--- config.mk ---
export PLATFORM = sky130hd
export DESIGN_NAME = uart_host_ctrl
export DESIGN_NICKNAME = d
export VERILOG_FILES = /design/src/rtl/uart_host_ctrl.sv
export SDC_FILE = /design/constraint.sdc
export NUM_CORES = 1
export LEC_CHECK = 0
export CAP_MARGIN = 25
export CORE_MARGIN = 2
export CORE_UTILIZATION = 35
export CTS_CLUSTER_SIZE = 25
export DETAILED_ROUTE_END_ITERATION = 6
export MAX_ROUTING_LAYER = met4
export PLACE_DENSITY = 0.74
export SLEW_MARGIN = 20
export SYNTH_ARGS = -nofsm -noshare
export SYNTH_HDL_FRONTEND = slang
export SYNTH_SLANG_ARGS = --single-unit
--- constraint.sdc ---
create_clock -name CLK -period 3.5 [get_ports CLK]
set_input_delay 0.875 -clock CLK [delete_from_list [all_inputs] [get_ports CLK]]
set_output_delay 0.875 -clock CLK [all_outputs]
set_load 0.02 [all_outputs]
--- src/rtl/uart_host_ctrl.sv ---
// Bus-side master for the COREUART register interface: turns TX/RX byte streams
// into single-cycle CSN/WEN/OEN accesses and keeps per-byte and sticky error status.
module uart_host_ctrl #(
  parameter int HOLD_CYC = 2,
  parameter int ARB_MODE = 0
) (
  input  logic        CLK,
  input  logic        RESET_N,
  input  logic [7:0]  tx_data,
  input  logic        tx_valid,
  output logic        tx_ready,
  output logic [7:0]  rx_data,
  output logic [2:0]  rx_err,
  output logic        rx_valid,
  input  logic        rx_ready,
  output logic [2:0]  err_sticky,
  input  logic        err_clr,
  output logic [15:0] tx_count,
  output logic [15:0] rx_count,
  output logic        UART_CSN,
  output logic        UART_WEN,
  output logic        UART_OEN,
  output logic [7:0]  UART_DATA_IN,
  input  logic [7:0]  UART_DATA_OUT,
  input  logic        UART_TXRDY,
  input  logic        UART_RXRDY,
  input  logic        UART_PARITY_ERR,
  input  logic        UART_OVERFLOW,
  input  logic        UART_FRAMING_ERR
);
  // state | meaning
  // IDLE  | strobes inactive, arbitrating tx_req against rx_req
  // WR    | CSN/WEN low for one cycle, UART_DATA_IN holds the byte
  // RD    | CSN/OEN low for one cycle, DATA_OUT and status sampled at its end
  // HOLD  | HOLD_CYC settle cycles before the next grant
  typedef enum logic [1:0] {ST_IDLE, ST_WR, ST_RD, ST_HOLD} state_t;

  localparam logic [3:0] HOLD_LOAD = 4'(HOLD_CYC - 1);

  state_t      state_q, state_d;
  logic [3:0]  hold_cnt_q, hold_cnt_d;
  logic        rr_rx_q, rr_rx_d;
  logic        csn_q, csn_d, wen_q, wen_d, oen_q, oen_d;
  logic [7:0]  data_in_q, data_in_d;
  logic [7:0]  rx_data_q, rx_data_d;
  logic [2:0]  rx_err_q, rx_err_d;
  logic        rx_valid_q, rx_valid_d;
  logic [2:0]  err_sticky_q, err_sticky_d;
  logic [15:0] tx_count_q, tx_count_d;
  logic [15:0] rx_count_q, rx_count_d;

  logic        tx_req, rx_req, grant_rx, grant_tx;
  logic [2:0]  err_new;

  assign tx_req   = tx_valid & UART_TXRDY;
  assign rx_req   = UART_RXRDY & ~rx_valid_q;
  // Contested grants go to RX in fixed mode, otherwise to whichever side the pointer favours.
  assign grant_rx = rx_req & (~tx_req | (ARB_MODE == 1) | rr_rx_q);
  assign grant_tx = tx_req & ~grant_rx;
  assign err_new  = {UART_FRAMING_ERR, UART_OVERFLOW, UART_PARITY_ERR};

  always_ff @(posedge CLK) begin
    if (!RESET_N) begin
      state_q      <= ST_IDLE;
      hold_cnt_q   <= '0;
      rr_rx_q      <= 1'b1;
      csn_q        <= 1'b1;
      wen_q        <= 1'b1;
      oen_q        <= 1'b1;
      data_in_q    <= '0;
      rx_data_q    <= '0;
      rx_err_q     <= '0;
      rx_valid_q   <= 1'b0;
      err_sticky_q <= '0;
      tx_count_q   <= '0;
      rx_count_q   <= '0;
    end else begin
      state_q      <= state_d;
      hold_cnt_q   <= hold_cnt_d;
      rr_rx_q      <= rr_rx_d;
      csn_q        <= csn_d;
      wen_q        <= wen_d;
      oen_q        <= oen_d;
      data_in_q    <= data_in_d;
      rx_data_q    <= rx_data_d;
      rx_err_q     <= rx_err_d;
      rx_valid_q   <= rx_valid_d;
      err_sticky_q <= err_sticky_d;
      tx_count_q   <= tx_count_d;
      rx_count_q   <= rx_count_d;
    end
  end

  always_comb begin
    state_d    = state_q;
    hold_cnt_d = hold_cnt_q;
    rr_rx_d    = rr_rx_q;
    case (state_q)
      ST_IDLE: begin
        if (grant_rx) begin
          state_d = ST_RD;
          rr_rx_d = 1'b0;
        end else if (grant_tx) begin
          state_d = ST_WR;
          rr_rx_d = 1'b1;
        end
      end
      ST_WR, ST_RD: begin
        if (HOLD_CYC == 0) begin
          state_d = ST_IDLE;
        end else begin
          state_d    = ST_HOLD;
          hold_cnt_d = HOLD_LOAD;
        end
      end
      ST_HOLD: begin
        if (hold_cnt_q == 4'd0) state_d = ST_IDLE;
        else                    hold_cnt_d = hold_cnt_q - 4'd1;
      end
      default: state_d = ST_IDLE;
    endcase
  end

  // Strobes come from the next state so they leave a flop cleanly.
  always_comb begin
    csn_d        = !((state_d == ST_WR) || (state_d == ST_RD));
    wen_d        = (state_d != ST_WR);
    oen_d        = (state_d != ST_RD);
    data_in_d    = data_in_q;
    rx_data_d    = rx_data_q;
    rx_err_d     = rx_err_q;
    rx_valid_d   = rx_valid_q;
    tx_count_d   = tx_count_q;
    rx_count_d   = rx_count_q;
    err_sticky_d = err_clr ? 3'b000 : err_sticky_q;
    if (tx_ready) data_in_d = tx_data;
    if (state_q == ST_WR) tx_count_d = tx_count_q + 16'd1;
    if (state_q == ST_RD) begin
      rx_data_d    = UART_DATA_OUT;
      rx_err_d     = err_new;
      rx_valid_d   = 1'b1;
      rx_count_d   = rx_count_q + 16'd1;
      err_sticky_d = err_sticky_d | err_new;
    end else if (rx_valid_q && rx_ready) begin
      rx_valid_d = 1'b0;
    end
  end

  assign tx_ready     = (state_q == ST_IDLE) && grant_tx;
  assign UART_CSN     = csn_q;
  assign UART_WEN     = wen_q;
  assign UART_OEN     = oen_q;
  assign UART_DATA_IN = data_in_q;
  assign rx_data      = rx_data_q;
  assign rx_err       = rx_err_q;
  assign rx_valid     = rx_valid_q;
  assign err_sticky   = err_sticky_q;
  assign tx_count     = tx_count_q;
  assign rx_count     = rx_count_q;

endmodule

# == Word level (Yosys, flattened, before mapping) ==
# Index checks and enable logic that the tools add are counted.
# word_totals
ff_bits,65
mem_count,0
latchBits,0
romBits,0
wordCells,57
ramBits,0
# op_classes
reduce_logical,12
n_mux,12
order_cmp,0
n_bitwise,9
mul,0
div,0
add_sub_neg,3
shift,0
n_eq_ne,8
# ops
cell,n
$add 16x1->16 const B,2
$pmux 4 s2,1
$eq 2x2->1 const B,3
$mux 2,3
$mux 3,2
$pmux 2 s3,1
$reduce_bool 2->1,3
$and 1x1->1,4
$eq 2x1->1 const B,2
$logic_not 4->1,1
$mux 1,4
$mux 4,1
$ne 2x2->1 const B,2
$reduce_and 2->1,2
$sub 4x1->4 const B,1
$not 1->1,3
$or 3x3->3,1
$logic_and 1x1->1,2
$logic_not 2->1,1
$ne 2x1->1 const B,1
$reduce_or 2->1,1
$logic_not 1->1,1
$logic_or 1x1->1,1
$or 1x1->1,1

# == Depth between registers and ports, before layout ==
# Gate-level depths: netlist of the first run.
# depth
ltp_word,12
depth_mapped,10

# == Worst setup path before layout of the first run ==
# Ideal clock, no wire load.
# synth_path
kind,input to output
from,input port UART_RXRDY
to,output port tx_ready
t_required_ns,2.625
path_stages,5
arrival_time_ns,1.700
setup_slack_ns,0.925
n_path_buf,2
path_cell_list,nor2b_1 > a21o_1 > clkbuf_1 > inv_2 > buf_2
# synth_via
elab_chain_len,5
# synth_lines
item,line_no,source
from (decl),26,"input logic UART_RXRDY,"
$and 1x1->1,56,assign rx_req = UART_RXRDY & ~rx_valid_q;
$and 1x1->1,58,assign grant_rx = rx_req & (~tx_req | (ARB_MODE == 1) | rr_rx_q);
$not 1->1,59,assign grant_tx = tx_req & ~grant_rx;
$and 1x1->1,59,
$logic_and 1x1->1,149,assign tx_ready = (state_q == ST_IDLE) && grant_tx;
to (decl),11,"output logic tx_ready,"
# No other way between the ends.

# == Final worst setup path of the first run ==
# layout_path
from,input port tx_valid
to,output port tx_ready
# layout_via
elab_chain_len,7
# layout_lines
item,line_no,source
from (decl),10,"input logic tx_valid,"
$and 1x1->1 *,55,assign tx_req = tx_valid & UART_TXRDY;
$not 1->1,58,
$or 1x1->1,58,
$and 1x1->1,58,
$not 1->1,59,
$and 1x1->1 *,59,
$logic_and 1x1->1 *,149,
# Every way passes the cells marked *; elsewhere a longest branch is shown, timed or not.

==> results.ini, run 1 <==
[clock_tree]
numCtsBuffers=9
clock_latency_ps=330
ctsResizeCount=0
cts_max_level=3
clockBufferDepth=2
cts_setup_buffers=0
clkTransAtPathRegs_ps=60
clkSinkCount=65
cts_tree=yes
cts.root.buffer_cell=clkbuf_8
cts_hold_buf=0

[synthesis]
synth_top_area_share_pct=45.6
synth_seq_area_share_pct=45.6
synthFlopType=dfxtp_1
synth_top_cell_by_area=dfxtp_1
yosysWarnings=0
syn_nets=345
synth_area_um2=2860
syn-instance-count=309
avgSynthCellArea_um2=9.24
ys_types=33
yosysMostFrequentCell=dfxtp_1
synth_commonest_cells=65 x dfxtp_1, 34 x nand2_1, 26 x and2_1
synth_seq_cells=65
ys_top_cells_by_area=dfxtp_1 46%, and2_1 5.7%, xor2_1 4.9%, nand2_1 4.5%, ha_1 4.4%
synth-async-reset-ratio_pct=0
synth-edff-count=0

[sta]
slew_violations=0
max_freq_mhz=304
skew_ps=5.85
hold_violations=0
max-slew-margin-rel_pct=38.1
min_period_over_period_pct=94.0
final.setup.tns_ps=0
hold_ws_ps=450
max_slew.worst_pin.slew_ps=928
rsz0062_at_grt=no
fin_ws_ps=210
fin_crit_ps=3290
setup_violations=0

[pwr]
netSwitchingFraction_pct=31.3
ir_drop_uv=425
p_leak_uw=0.00151
combPwrFrac_pct=32.1
p_switching_uw=695
pwr-share-seq_pct=40.1
p_clk_share_pct=27.8
power_density_nw_per_um2=560
p_int_uw=1520

[critical_path]
cp_max_fo=11
cp.arrival_ps=2410
crit_type=in2out
worstPathRequired_ps=2620
r2r_cells=7
worst-r2r-setup-slack_ps=1340
cp-end-kind=primary output
r2r-start=state_q[0]$_SDFF_PN0_
crit_path_start_kind=primary input
timing.rr.end=rx_count[6]$_SDFFE_PN0P_

[drt]
ant_nets=0
drt-initial-drc-count=68
firstDrtPassIters=4
vias=2345
routed_wl_um=6100
drt-wirelength-per-cell_um=12.2
drc_errors=0
vias_per_cell=4.70

[die]
dieArea_um2=8900
rows=32
start_util_pct=36.6
die_x_um=94.3
core_um2=7810
pin_count=85
die_h_um=94.3

[final_layout]
nNetsFinal=428
stdcell_count=499
final_area_um2=3970
syn2layout_area_growth_pct=38.9
drive_gt1_share_pct=4.79
n_antenna_cell=0
nFillCells=751

[grt]
grt.total_usage_pct=15.0
grt_max_degree=67
overflow=0
grt_pass1_vias=2300
antenna_found_initial=0
grt_pass1_wl_um=10300

[min_path]
hold_depth=2
worstHoldEndpoint=UART_DATA_IN[2]$_SDFFE_PN0P_
hp-class=reg2reg
hold_start=UART_DATA_IN[2]$_SDFFE_PN0P_

[status]
status=complete, no violations

[place]
place_ws_ps=189
numPortBuffers=84
place_area_um2=3780
hpwl_um=4240
placed_cells=483
routabilityCongestion=0.762

[run]
maxCapViolations=0

-- state kept, by name, indices dropped and copies added, names as in the netlist --
name and cells:
UART_WEN 1, err_sticky 3, rx_valid 1, rx_err 3
UART_DATA_IN 8, hold_cnt_q 4, rr_rx_q 1, UART_CSN 1
rx_count 16, tx_count 16, rx_data 8, state_q 2
UART_OEN 1
-- layer usage --
| metal | GRT usage (%) | routed length [um] |
|---|---|---|
| met5 | - | 0 |
| met4 | 4.23 | 48 |
| met3 | 5.14 | 370 |
| met2 | 24.6 | 2860 |
| met1 | 17.4 | 2820 |
-- cell families after synthesis --
logic type	Yosys count	synth area share, %
compound gates	32	8.02
buf+inv	26	3.55
mux	11	3.86
xor+xnor	27	8.28
flops	65	45.6
fa+ha+maj	10	4.38
simple gates	138	26.3
-- critical path, stage by stage --
cell	delay, ps
clkdlybuf4s50_1	490
nand3_1	80
a21o_1	180
inv_2	150
clkdlybuf4s50_1	630
-- worst max-delay path by stage --
stage | start | to | slack (ps) | cells past startpoint
2_1_floorplan | UART_RXRDY | tx_ready | 920 | 5
3_3_place_gp | tx_valid | tx_ready | 210 | 5
3_5_place_dp | tx_valid | tx_ready | 190 | 5
4_1_cts | tx_valid | tx_ready | 190 | 5
5_1_grt | tx_valid | tx_ready | 130 | 5
6_report | tx_valid | tx_ready | 210 | 5
-- cell usage in the layout, fill, tap and decap left out, types with 2 or more instances in the layout --
master	instances
clkdlybuf4s50_1	83
a21oi_1	2
xnor2_1	11
ha_1	10
clkinv_2	2
buf_4	2
o21a_1	2
nand4_1	10
nor2b_1	14
a21boi_0	6
clkbuf_1	3
o21ai_0	5
dfxtp_1	65
a21boi_1	11
nand3_1	10
and3_1	4
and2_1	26
inv_1	11
a31oi_1	2
nor4_1	10
nor2_1	5
nand2b_1	10
or3_1	4
clkbuf_8	10
xor2_1	16
mux2i_1	11
nor3_1	8
nand2_1	34
-- through the flow --
stage,utilization (%),power (uW)
after global routing,50.8,2370
after CTS,50.8,2250
final,50.8,2220
after detailed placement,48.4,1620
after floorplan,-,1360
after global placement,48.4,1600
-- power groups by stage --
stage	logic, uW	clock network (uW)	registers [uW]
2_1_floorplan	378	0	985
3_3_place_gp	698	0	907
3_5_place_dp	715	0	908
4_1_cts	719	643	892
5_1_grt	793	672	904
6_report	712	617	891
-- layout make-up --
type,instances,area (um2),area share (%)
Timing Repair Buffer,86,851,21.5
Tap cell,102,128,3.22
Clock inverter,3,40.0,1.01
Sequential cell,65,1300,32.8
Multi-Input combinational cell,218,1450,36.6
Inverter,12,45.0,1.14
Clock buffer,13,149,3.75
No activity file was read; power rests on OpenSTA's default activity.
==> run 2: changes to the inputs <==
==> constraint.sdc (replaced) <==
create_clock -name CLK -period 3.1 [get_ports CLK]
set_input_delay 0.775 -clock CLK [delete_from_list [all_inputs] [get_ports CLK]]
set_output_delay 0.775 -clock CLK [all_outputs]
set_load 0.02 [all_outputs]
==> run 2 against run 1 <==
  * Setup slack worse by 110 ps
  * Sequential share of layout area is 0.13 points lower
  * Worst hold slack better by 5.8 ps
  * Count of clock-buffer cells in the layout is 1 lower
  * Clock skew is 3.6 ps higher
  * Global-route usage hardly changed
  * Sequential power is 13% higher
  * Combinational power is 15% higher
  * First-iteration DRC count is 7.4% lower
  * Largest power group unchanged
  * Total power is 12% higher
  * Non-clock buffer count is 3 higher
  * Critical path type unchanged
  * Largest cell class unchanged
==> results.ini, run 2 (synthesis gave the netlist of run 1 again) <==
[clock_tree]
clockBufferDepth=2  ; unchanged
numCtsBuffers=9  ; unchanged
cts_tree=yes  ; unchanged
ctsResizeCount=0  ; unchanged
clkTransAtPathRegs_ps=70  ; was 60 ps
cts_max_level=3  ; unchanged
cts_hold_buf=0  ; unchanged
clock_latency_ps=330  ; about the same
clkSinkCount=65  ; unchanged
cts_setup_buffers=0  ; unchanged
cts.root.buffer_cell=clkbuf_8  ; unchanged

[sta]
slew_violations=0  ; unchanged
skew_ps=9.46  ; was 5.85 ps
max_freq_mhz=333
rsz0062_at_grt=no  ; unchanged
fin_crit_ps=3000
hold_ws_ps=456  ; was 450 ps
min_period_over_period_pct=96.7
setup_violations=0  ; unchanged
max_slew.worst_pin.slew_ps=707  ; was 928 ps
final.setup.tns_ps=0  ; unchanged
hold_violations=0  ; unchanged
max-slew-margin-rel_pct=52.9  ; was 38.1%

[critical_path]
cp-end-kind=primary output  ; unchanged
crit_path_start_kind=primary input  ; unchanged
worstPathRequired_ps=2320  ; was 2620 ps
crit_type=in2out  ; unchanged
cp.arrival_ps=2220  ; was 2410 ps
cp_max_fo=3  ; was 11

[drt]
drc_errors=0  ; unchanged
routed_wl_um=6110  ; was 6100 um
drt-initial-drc-count=63  ; was 68
ant_nets=0  ; unchanged
firstDrtPassIters=4  ; unchanged
vias=2405  ; was 2,345
vias_per_cell=4.79  ; was 4.70
drt-wirelength-per-cell_um=12.2  ; about the same

[pwr]
power_density_nw_per_um2=624  ; was 560 nW/um2
p_total_uw=2480  ; was 2220 uW
ir_drop_uv=343  ; was 425 uV
p_leak_uw=0.00152  ; was 0.00151 uW

[place]
routabilityCongestion=0.774  ; was 0.762
hpwl_um=4350  ; was 4240 um
placed_cells=486  ; was 483
numPortBuffers=84  ; unchanged
place_area_um2=3800  ; was 3780 um2

[grt]
grt_pass1_vias=2205  ; was 2,300
overflow=0  ; unchanged
grt.total_usage_pct=15.0  ; about the same
grt_pass1_wl_um=10200  ; was 10,300 um
antenna_found_initial=0  ; unchanged
grt_max_degree=49  ; was 67

[die]
die_x_um=94.3  ; unchanged
dieArea_um2=8900  ; unchanged
rows=32  ; unchanged
die_h_um=94.3  ; unchanged
start_util_pct=36.6  ; unchanged
pin_count=85  ; unchanged
core_um2=7810  ; unchanged

[final_layout]
final_area_um2=3980  ; was 3970 um2
syn2layout_area_growth_pct=39.5  ; was 38.9%
n_antenna_cell=0  ; unchanged
drive_gt1_share_pct=6.00  ; was 4.79%
nNetsFinal=431  ; was 428
stdcell_count=502  ; was 499
final_common_cell=clkdlybuf4s50_1  ; unchanged
final_cell_mix=83 x clkdlybuf4s50_1, 65 x dfxtp_1, 34 x nand2_1  ; unchanged

[min_path]
hp-class=reg2reg  ; unchanged

[status]
status=complete, no violations  ; unchanged

[run]
maxCapViolations=0  ; unchanged

==> run 2: cell count changes in the layout (fill, tap and decap cells not counted), sizes merged <==
cell / before / now
clkbuf: 13 / 12
buf: 3 / 6
clkinvlp: 0 / 3
clkinv: 2 / 1
bufinv: 1 / 0
==> run 2: area by class of cell <==
cell class	instances	area [um2]
Timing Repair Buffer	89	873
Tap cell	102	128
Fill cell	734	3820
Clock buffer	12	155
Multi-Input combinational cell	218	1450
Clock inverter	4	27.5
Sequential cell	65	1300
Inverter	12	45.0
==> run 2: metrics by stage <==
stage	worst slack, ps	utilization, %
2_1_floorplan	725	-
3_3_place_gp	119	48.7
3_5_place_dp	95.7	48.7
4_1_cts	94.0	51.0
5_1_grt	55.5	51.0
6_report	101	51.0
==> run 2: final timing paths <==
kind	depth (start not counted)	slack, ps	from	to
max	5	100	tx_valid	tx_ready
max reg2reg	8	1030	hold_cnt_q[0]$_SDFFE_PN0P_	UART_CSN$_SDFF_PN1_
min	2	460	UART_DATA_IN[2]$_SDFFE_PN0P_	UART_DATA_IN[2]$_SDFFE_PN0P_
min reg2reg	2	460	UART_DATA_IN[2]$_SDFFE_PN0P_	UART_DATA_IN[2]$_SDFFE_PN0P_
==> run 2: critical path: stages <==
cell	delay (ps)
clkdlybuf4s50_1	500
nand3_1	90
a21o_1	200
inv_2	60
clkdlybuf4s50_1	600
==> run 2: report_power, final <==
| group | internal [uW] | switching (uW) | total (uW) |
|---|---|---|---|
| Clock | 333 | 323 | 655 |
| Combinational | 398 | 422 | 821 |
| Sequential | 940 | 67.6 | 1010 |
| Total | 1670 | 813 | 2480 |
==> run 2: metal layers <==
layer	GRT usage, %	up-vias	share of wire [%]
met5	-	-	0
met4	5.80	0	1.6
met3	3.53	10	4.4
met2	23.8	61	47
met1	18.5	1121	47
li1	-	1213	-
